### src/rtl/mk14_display_scan.sv
`timescale 1ns/1ps
`default_nettype none
// ============================================================================
//  Module      : mk14_display_scan
//  Description : Time-multiplexed scanner for an eight-digit seven-segment
//                display (segments a..g plus dp). Each digit is lit for
//                DIGIT_US microseconds and is preceded by BLANK_US
//                microseconds with every output inactive, so two digits are
//                never driven together. frame_done pulses once per
//                eight-digit scan.
//  Revision    : 1.0 - initial release
// ----------------------------------------------------------------------------
//  Ports
//    clk         in   1   system clock
//    rst_n       in   1   synchronous active-low reset
//    display     in  64   segment bytes, digit n = display[8n+7:8n]
//                         (bit0 = segment a ... bit7 = dp)
//    seg         out  8   segment drive for the lit digit (registered)
//    digit_sel   out  8   one-hot digit enable, bit n = digit n (registered)
//    frame_done  out  1   one-cycle pulse in the first blank cycle after
//                         digit 7 has been lit (registered)
//  Parameters
//    CLOCK_FREQ_MHZ  clock ticks per microsecond
//    DIGIT_US        on-time per digit, microseconds (>= 1)
//    BLANK_US        inter-digit blanking, microseconds (>= 1)
//    ACTIVE_LOW      1 = seg and digit_sel are driven inverted
//  Build option
//    MK14_DISPLAY_SNAPSHOT_EN  when defined, all 64 display bits are captured
//                              once per frame and seg is sourced only from
//                              that frame buffer; otherwise seg follows the
//                              live display input with one cycle of latency.
// ============================================================================
module mk14_display_scan #(
    parameter int CLOCK_FREQ_MHZ = 50,
    parameter int DIGIT_US       = 1000,
    parameter int BLANK_US       = 10,
    parameter int ACTIVE_LOW     = 0
) (
    input  logic        clk,
    input  logic        rst_n,
    input  logic [63:0] display,
    output logic [7:0]  seg,
    output logic [7:0]  digit_sel,
    output logic        frame_done
);

    localparam int ON_CYCLES    = DIGIT_US * CLOCK_FREQ_MHZ;
    localparam int BLANK_CYCLES = BLANK_US * CLOCK_FREQ_MHZ;
    localparam int MAX_CYCLES   = (ON_CYCLES > BLANK_CYCLES) ? ON_CYCLES : BLANK_CYCLES;
    localparam int CNT_W        = $clog2(MAX_CYCLES + 1);

    // Phase loads are N-1 because the entry cycle itself counts as one.
    // The reset load is N because the reset cycle is not part of the
    // blanking period; this puts the first lit cycle exactly BLANK_CYCLES
    // cycles after reset release.
    localparam logic [CNT_W-1:0] ON_LOAD     = CNT_W'(ON_CYCLES - 1);
    localparam logic [CNT_W-1:0] BLANK_LOAD  = CNT_W'(BLANK_CYCLES - 1);
    localparam logic [CNT_W-1:0] BLANK_RESET = CNT_W'(BLANK_CYCLES);
    localparam logic [CNT_W-1:0] CNT_ONE     = CNT_W'(1);

    // Inactive output level; XOR with it applies the polarity at the flops.
    localparam logic [7:0] OFF_LEVEL = (ACTIVE_LOW != 0) ? 8'hFF : 8'h00;

    typedef enum logic {
        S_BLANK = 1'b0,
        S_ON    = 1'b1
    } state_t;

    state_t           state;
    logic [CNT_W-1:0] cnt;
    logic [2:0]       digit;
    logic [63:0]      seg_src;
    logic [7:0]       lit_seg;
    logic [7:0]       lit_sel;

`ifdef MK14_DISPLAY_SNAPSHOT_EN
    logic [63:0] frame_buf;
    logic        rst_seen;
    logic        first_after_rst;
    logic        capture;

    // Capture in the first blank cycle of digit 0: the cycle right after
    // reset release, or the cycle where frame_done is high.
    assign capture = (state == S_BLANK) && (digit == 3'd0)
                     && (frame_done || first_after_rst);

    always_ff @(posedge clk) begin
        rst_seen        <= ~rst_n;
        first_after_rst <= rst_n & rst_seen;
        if (rst_n && capture) begin
            frame_buf <= display;
        end
    end

    // Forward the value being captured so a one-cycle blank period still
    // lights digit 0 with the fresh snapshot.
    assign seg_src = capture ? display : frame_buf;
`else
    assign seg_src = display;
`endif

    assign lit_seg = seg_src[{digit, 3'b000} +: 8];
    assign lit_sel = 8'b0000_0001 << digit;

    always_ff @(posedge clk) begin
        if (!rst_n) begin
            state      <= S_BLANK;
            digit      <= 3'd0;
            cnt        <= BLANK_RESET;
            frame_done <= 1'b0;
            seg        <= OFF_LEVEL;
            digit_sel  <= OFF_LEVEL;
        end else begin
            frame_done <= 1'b0;
            case (state)
                S_BLANK: begin
                    if (cnt == '0) begin
                        state     <= S_ON;
                        cnt       <= ON_LOAD;
                        seg       <= lit_seg ^ OFF_LEVEL;
                        digit_sel <= lit_sel ^ OFF_LEVEL;
                    end else begin
                        cnt       <= cnt - CNT_ONE;
                        seg       <= OFF_LEVEL;
                        digit_sel <= OFF_LEVEL;
                    end
                end
                S_ON: begin
                    if (cnt == '0) begin
                        state      <= S_BLANK;
                        cnt        <= BLANK_LOAD;
                        digit      <= digit + 3'd1;
                        frame_done <= (digit == 3'd7);
                        seg        <= OFF_LEVEL;
                        digit_sel  <= OFF_LEVEL;
                    end else begin
                        cnt       <= cnt - CNT_ONE;
                        seg       <= lit_seg ^ OFF_LEVEL;
                        digit_sel <= lit_sel ^ OFF_LEVEL;
                    end
                end
                default: begin
                    state     <= S_BLANK;
                    cnt       <= BLANK_LOAD;
                    seg       <= OFF_LEVEL;
                    digit_sel <= OFF_LEVEL;
                end
            endcase
        end
    end

endmodule
`default_nettype wire

### config.mk
export PLATFORM = sky130hd
export DESIGN_NAME = mk14_display_scan
export DESIGN_NICKNAME = d
export VERILOG_FILES = /design/src/rtl/mk14_display_scan.sv
export SDC_FILE = /design/constraint.sdc
export NUM_CORES = 1
export LEC_CHECK = 0
export BUFFER_PORTS_ARGS = -buffer_cell sky130_fd_sc_hd__buf_2
export CORE_AREA = 4 4 74 76
export CTS_BUF_LIST = sky130_fd_sc_hd__clkbuf_16
export DETAILED_ROUTE_END_ITERATION = 6
export DIE_AREA = 0 0 78 80
export PLACE_DENSITY = 0.77
export SYNTH_ARGS = -nofsm -noshare
export SYNTH_HDL_FRONTEND = slang
export SYNTH_SLANG_ARGS = --single-unit
### constraint.sdc
create_clock -name clk -period 1.8 [get_ports clk]
set_input_delay 0.18 -clock clk [delete_from_list [all_inputs] [get_ports clk]]
set_output_delay 0.18 -clock clk [all_outputs]
set_load 0.05 [all_outputs]
==> reports/metrics.json <==
{
  "finalCriticalPeriod": {"value": 1.72, "unit": "ns"},
  "syn-instance-count": {"value": 193},
  "worst_setup_hold_path_clk_slew": {"value": 0.05, "unit": "ns"},
  "hpwl_detailed": {"value": 3.78, "unit": "mm"},
  "drtPass1Iterations": {"value": 4},
  "startpoint_type": {"value": "register"},
  "max_clock_freq": {"value": 0.581, "unit": "GHz"},
  "yosys_warnings": {"value": 0},
  "worst-endpoint-arrival": {"value": 1.93, "unit": "ns"},
  "io_pins": {"value": 83},
  "status": {"value": "finished clean"},
  "via_count_of_the_first_global_routing_pass": {"value": 1661},
  "synth-seq-area-share": {"value": 36.2, "unit": "%"},
  "globalRouteOverflowTotal": {"value": 0},
  "cts_num_sinks": {"value": 37},
  "cts_made_buffers": {"value": 5},
  "grt_first_pass_wirelength": {"value": 7.47, "unit": "mm"},
  "reg_to_reg_endpoint": {"value": "digit_sel[1]$_SDFF_PN0_"},
  "detail_route.wirelength": {"value": 5.01, "unit": "mm"},
  "final_min_period_over_clock_period": {"value": 95.7, "unit": "%"},
  "synth_register_bits": {"value": 37},
  "ant_nets": {"value": 0},
  "route.detailed.drc": {"value": 0},
  "setup_viol_count_final": {"value": 0},
  "cap_viol_max_count": {"value": 0},
  "syn_area_per_cell": {"value": 10.6, "unit": "um2"},
  "timing.hold.worst.class": {"value": "primary input to register"},
  "gr-usage-all-layers": {"value": 15.2, "unit": "%"},
  "fp.dieArea": {"value": 0.00624, "unit": "mm2"},
  "worst-path-max-fanout": {"value": 7},
  "area_growth_syn_to_layout": {"value": 36.6, "unit": "%"},
  "num_rows": {"value": 25},
  "timing.max_slew.rel_slack": {"value": 77.1, "unit": "%"},
  "worst-setup-path-type": {"value": "register to register"},
  "layout_common_cells": {"value": "sky130_fd_sc_hd__buf_2 (82), sky130_fd_sc_hd__dfxtp_1 (37), sky130_fd_sc_hd__nand2_1 (29), sky130_fd_sc_hd__mux4_2 (16), sky130_fd_sc_hd__buf_4 (11)"},
  "reg2regPathDepth": {"value": 6},
  "crit_start": {"value": "cnt[1]$_SDFF_PN0_"},
  "clock_tree.root_cell": {"value": "sky130_fd_sc_hd__clkbuf_16"},
  "leakagePower": {"value": 0.00122, "unit": "uW"},
  "cts_max_path_buffers": {"value": 2},
  "port_buffers": {"value": 82},
  "initial_core_util": {"value": 43.3, "unit": "%"},
  "cp_data_required_time": {"value": 2.01, "unit": "ns"},
  "hold_path_end": {"value": "cnt[4]$_SDFF_PN1_"},
  "layoutNonFillerInstCount": {"value": 353},
  "drive_gt1_share": {"value": 48.6, "unit": "%"},
  "antenna-diode-count": {"value": 0},
  "yosys.cell_types.count": {"value": 44},
  "post-layout-total-power": {"value": 2020, "unit": "uW"},
  "max-vdd-ir-drop": {"value": 381, "unit": "uV"},
  "final-max-slew-violation-count": {"value": 0},
  "drt_via_density": {"value": 4.99},
  "synth_compound_area_share": {"value": 8.31, "unit": "%"},
  "nets": {"value": 360},
  "grt_max_degree": {"value": 17},
  "setup.worst_path.end_class": {"value": "register"},
  "cts_tree": {"value": "yes"},
  "synth.mux.area_fraction": {"value": 19.8, "unit": "%"},
  "actual_slew_at_the_worst_max_slew_pin": {"value": 0.339, "unit": "ns"},
  "synth_edf_count": {"value": 0},
  "mostFrequentLayoutCell": {"value": "sky130_fd_sc_hd__buf_2"},
  "average_wire_per_standard_cell": {"value": 14.2, "unit": "um"},
  "die_ht": {"value": 80, "unit": "um"},
  "die_x": {"value": 78, "unit": "um"},
  "numPlacedInstances": {"value": 343},
  "area.sequential": {"value": 741, "unit": "um2"},
  "fp.coreArea": {"value": 0.00472, "unit": "mm2"},
  "synthFlopType": {"value": "sky130_fd_sc_hd__dfxtp_1"},
  "synth_simple_gate_area_share": {"value": 21.0, "unit": "%"},
  "synth.cell_area": {"value": 0.00205, "unit": "mm2"},
  "cts_htree_levels": {"value": 2},
  "synth_net_count": {"value": 268},
  "antenna_found_initial": {"value": 0},
  "clock-skew-final": {"value": 0.00345, "unit": "ns"},
  "synth_top_family_by_area": {"value": "simple AND/OR/NAND/NOR gates"},
  "hold_wc_startpoint": {"value": "rst_n"},
  "clkLatencyLatePin": {"value": 0.28, "unit": "ns"},
  "r2r_setup_slack": {"value": 0.08, "unit": "ns"},
  "dr_total_vias": {"value": 1763},
  "post_synth_xor_area_fraction": {"value": 5.56, "unit": "%"},
  "r2r_start": {"value": "cnt[1]$_SDFF_PN0_"},
  "timing.hold.worst_path_depth": {"value": 2},
  "synth-adder-area-share": {"value": 5.50, "unit": "%"},
  "drt_iter0_drc": {"value": 119},
  "synthArstFlopShare": {"value": 0, "unit": "%"},
  "fillerInstances": {"value": 387},
  "finalHoldViolCount": {"value": 0},
  "power.density": {"value": 723, "unit": "mW/mm2"},
  "globalplace.congestion": {"value": 0.791},
  "multi_input_area": {"value": 0.00129, "unit": "mm2"}
}
[stage by stage]
step	hold WS, ns	area (um2)	TNS (ns)	utilization, %	setup slack, ns
after detailed placement	0.492	2590	0	54.8	0.0273
after floorplan	0.333	2070	0	-	0.0191
after global placement	0.484	2590	0	54.8	0.112
after CTS	0.205	2750	0	58.2	0.00407
after global routing	0.224	2800	-0.00548	59.2	-0.00548
final	0.210	2800	0	59.2	0.0779
[cell families after synthesis]
group | count (synthesis)
AO/OA/AOI/OAI | 24
XOR/XNOR | 13
adder cells (fa/ha/maj) | 9
buffers and inverters | 16
flip-flops | 37
multiplexers | 20
AND/OR/NAND/NOR | 74
[timing repair]
item | CTS | global route
setup endpoints to repair | 0 | 23
resized for setup | 0 | 5
buffers inserted | 0 | 1
hold buffers | 0 | 0
[where the power goes]
group	internal, uW	switching, uW
sequential	835	26.3
clock	642	309
combinational	123	83.6
[state kept, by name, summed over array words and instances, names as in the netlist]
register    count
digit_sel       8
frame_done      1
seg             8
state           1
cnt            16
digit           3
[final cells by class]
type / count / share of cell area, %
repair buffers: 93 / 17.6
inverters: 7 / 0.940
multi-input cells: 141 / 46.1
clock buffers: 5 / 4.48
well taps: 67 / 3.00
clock inverters: 3 / 1.34
flip-flops and latches: 37 / 26.5
[worst max-delay path, stage by stage (launching register included)]
cell	delay, ns
sky130_fd_sc_hd__dfxtp_1	0.33
sky130_fd_sc_hd__inv_1	0.12
sky130_fd_sc_hd__ha_4	0.15
sky130_fd_sc_hd__nor4b_4	0.24
sky130_fd_sc_hd__nand4_2	0.21
sky130_fd_sc_hd__mux2_4	0.42
sky130_fd_sc_hd__nor3b_2	0.19
[how the worst max path moves through the flow]
| stage | slack (ns) | endpoint | cells past startpoint |
|---|---|---|---|
| 3_5_place_dp | 0.03 | digit_sel[1]$_SDFF_PN0_ | 6 |
| 2_1_floorplan | 0.02 | digit[1]$_SDFFE_PN0P_ | 7 |
| 6_report | 0.08 | digit_sel[1]$_SDFF_PN0_ | 6 |
| 5_1_grt | -0.005 | digit_sel[1]$_SDFF_PN0_ | 6 |
| 4_1_cts | 0.004 | digit_sel[1]$_SDFF_PN0_ | 6 |
| 3_3_place_gp | 0.11 | digit_sel[1]$_SDFF_PN0_ | 6 |
[cells in the mapped netlist (2+ instances only)]
cell type	instances	area (um2)
sky130_fd_sc_hd__nor3b_1	2	15.0
sky130_fd_sc_hd__nor2b_1	2	12.5
sky130_fd_sc_hd__clkbuf_1	4	15.0
sky130_fd_sc_hd__nor2_4	3	33.8
sky130_fd_sc_hd__nor4b_1	2	17.5
sky130_fd_sc_hd__xnor2_1	5	43.8
sky130_fd_sc_hd__xor2_1	8	70.1
sky130_fd_sc_hd__mux4_2	16	360
sky130_fd_sc_hd__a21oi_2	7	61.3
sky130_fd_sc_hd__a21boi_1	2	15.0
sky130_fd_sc_hd__or3_1	2	12.5
sky130_fd_sc_hd__nand2_1	29	109
sky130_fd_sc_hd__nand4_1	2	12.5
sky130_fd_sc_hd__o21ai_0	2	10.0
sky130_fd_sc_hd__nor3b_2	3	37.5
sky130_fd_sc_hd__and3_1	2	12.5
sky130_fd_sc_hd__nor3_1	4	20.0
sky130_fd_sc_hd__inv_1	6	22.5
sky130_fd_sc_hd__and2_1	2	12.5
sky130_fd_sc_hd__nand3b_1	2	15.0
sky130_fd_sc_hd__dfxtp_1	37	741
sky130_fd_sc_hd__a21oi_1	7	35.0
sky130_fd_sc_hd__ha_1	9	113
sky130_fd_sc_hd__nand3_1	2	10.0
sky130_fd_sc_hd__buf_2	3	15.0
sky130_fd_sc_hd__nor2_1	10	37.5
sky130_fd_sc_hd__mux2i_1	3	30.0
[routing by layer]
layer	GRT usage (%)	up-vias	wire [um]
li1	-	875	-
met1	18.5	827	2120
met2	26.0	54	2550
met3	3.72	7	269
met4	5.77	0	68
met5	0	-	0
Power figures use the tool's default switching activity.
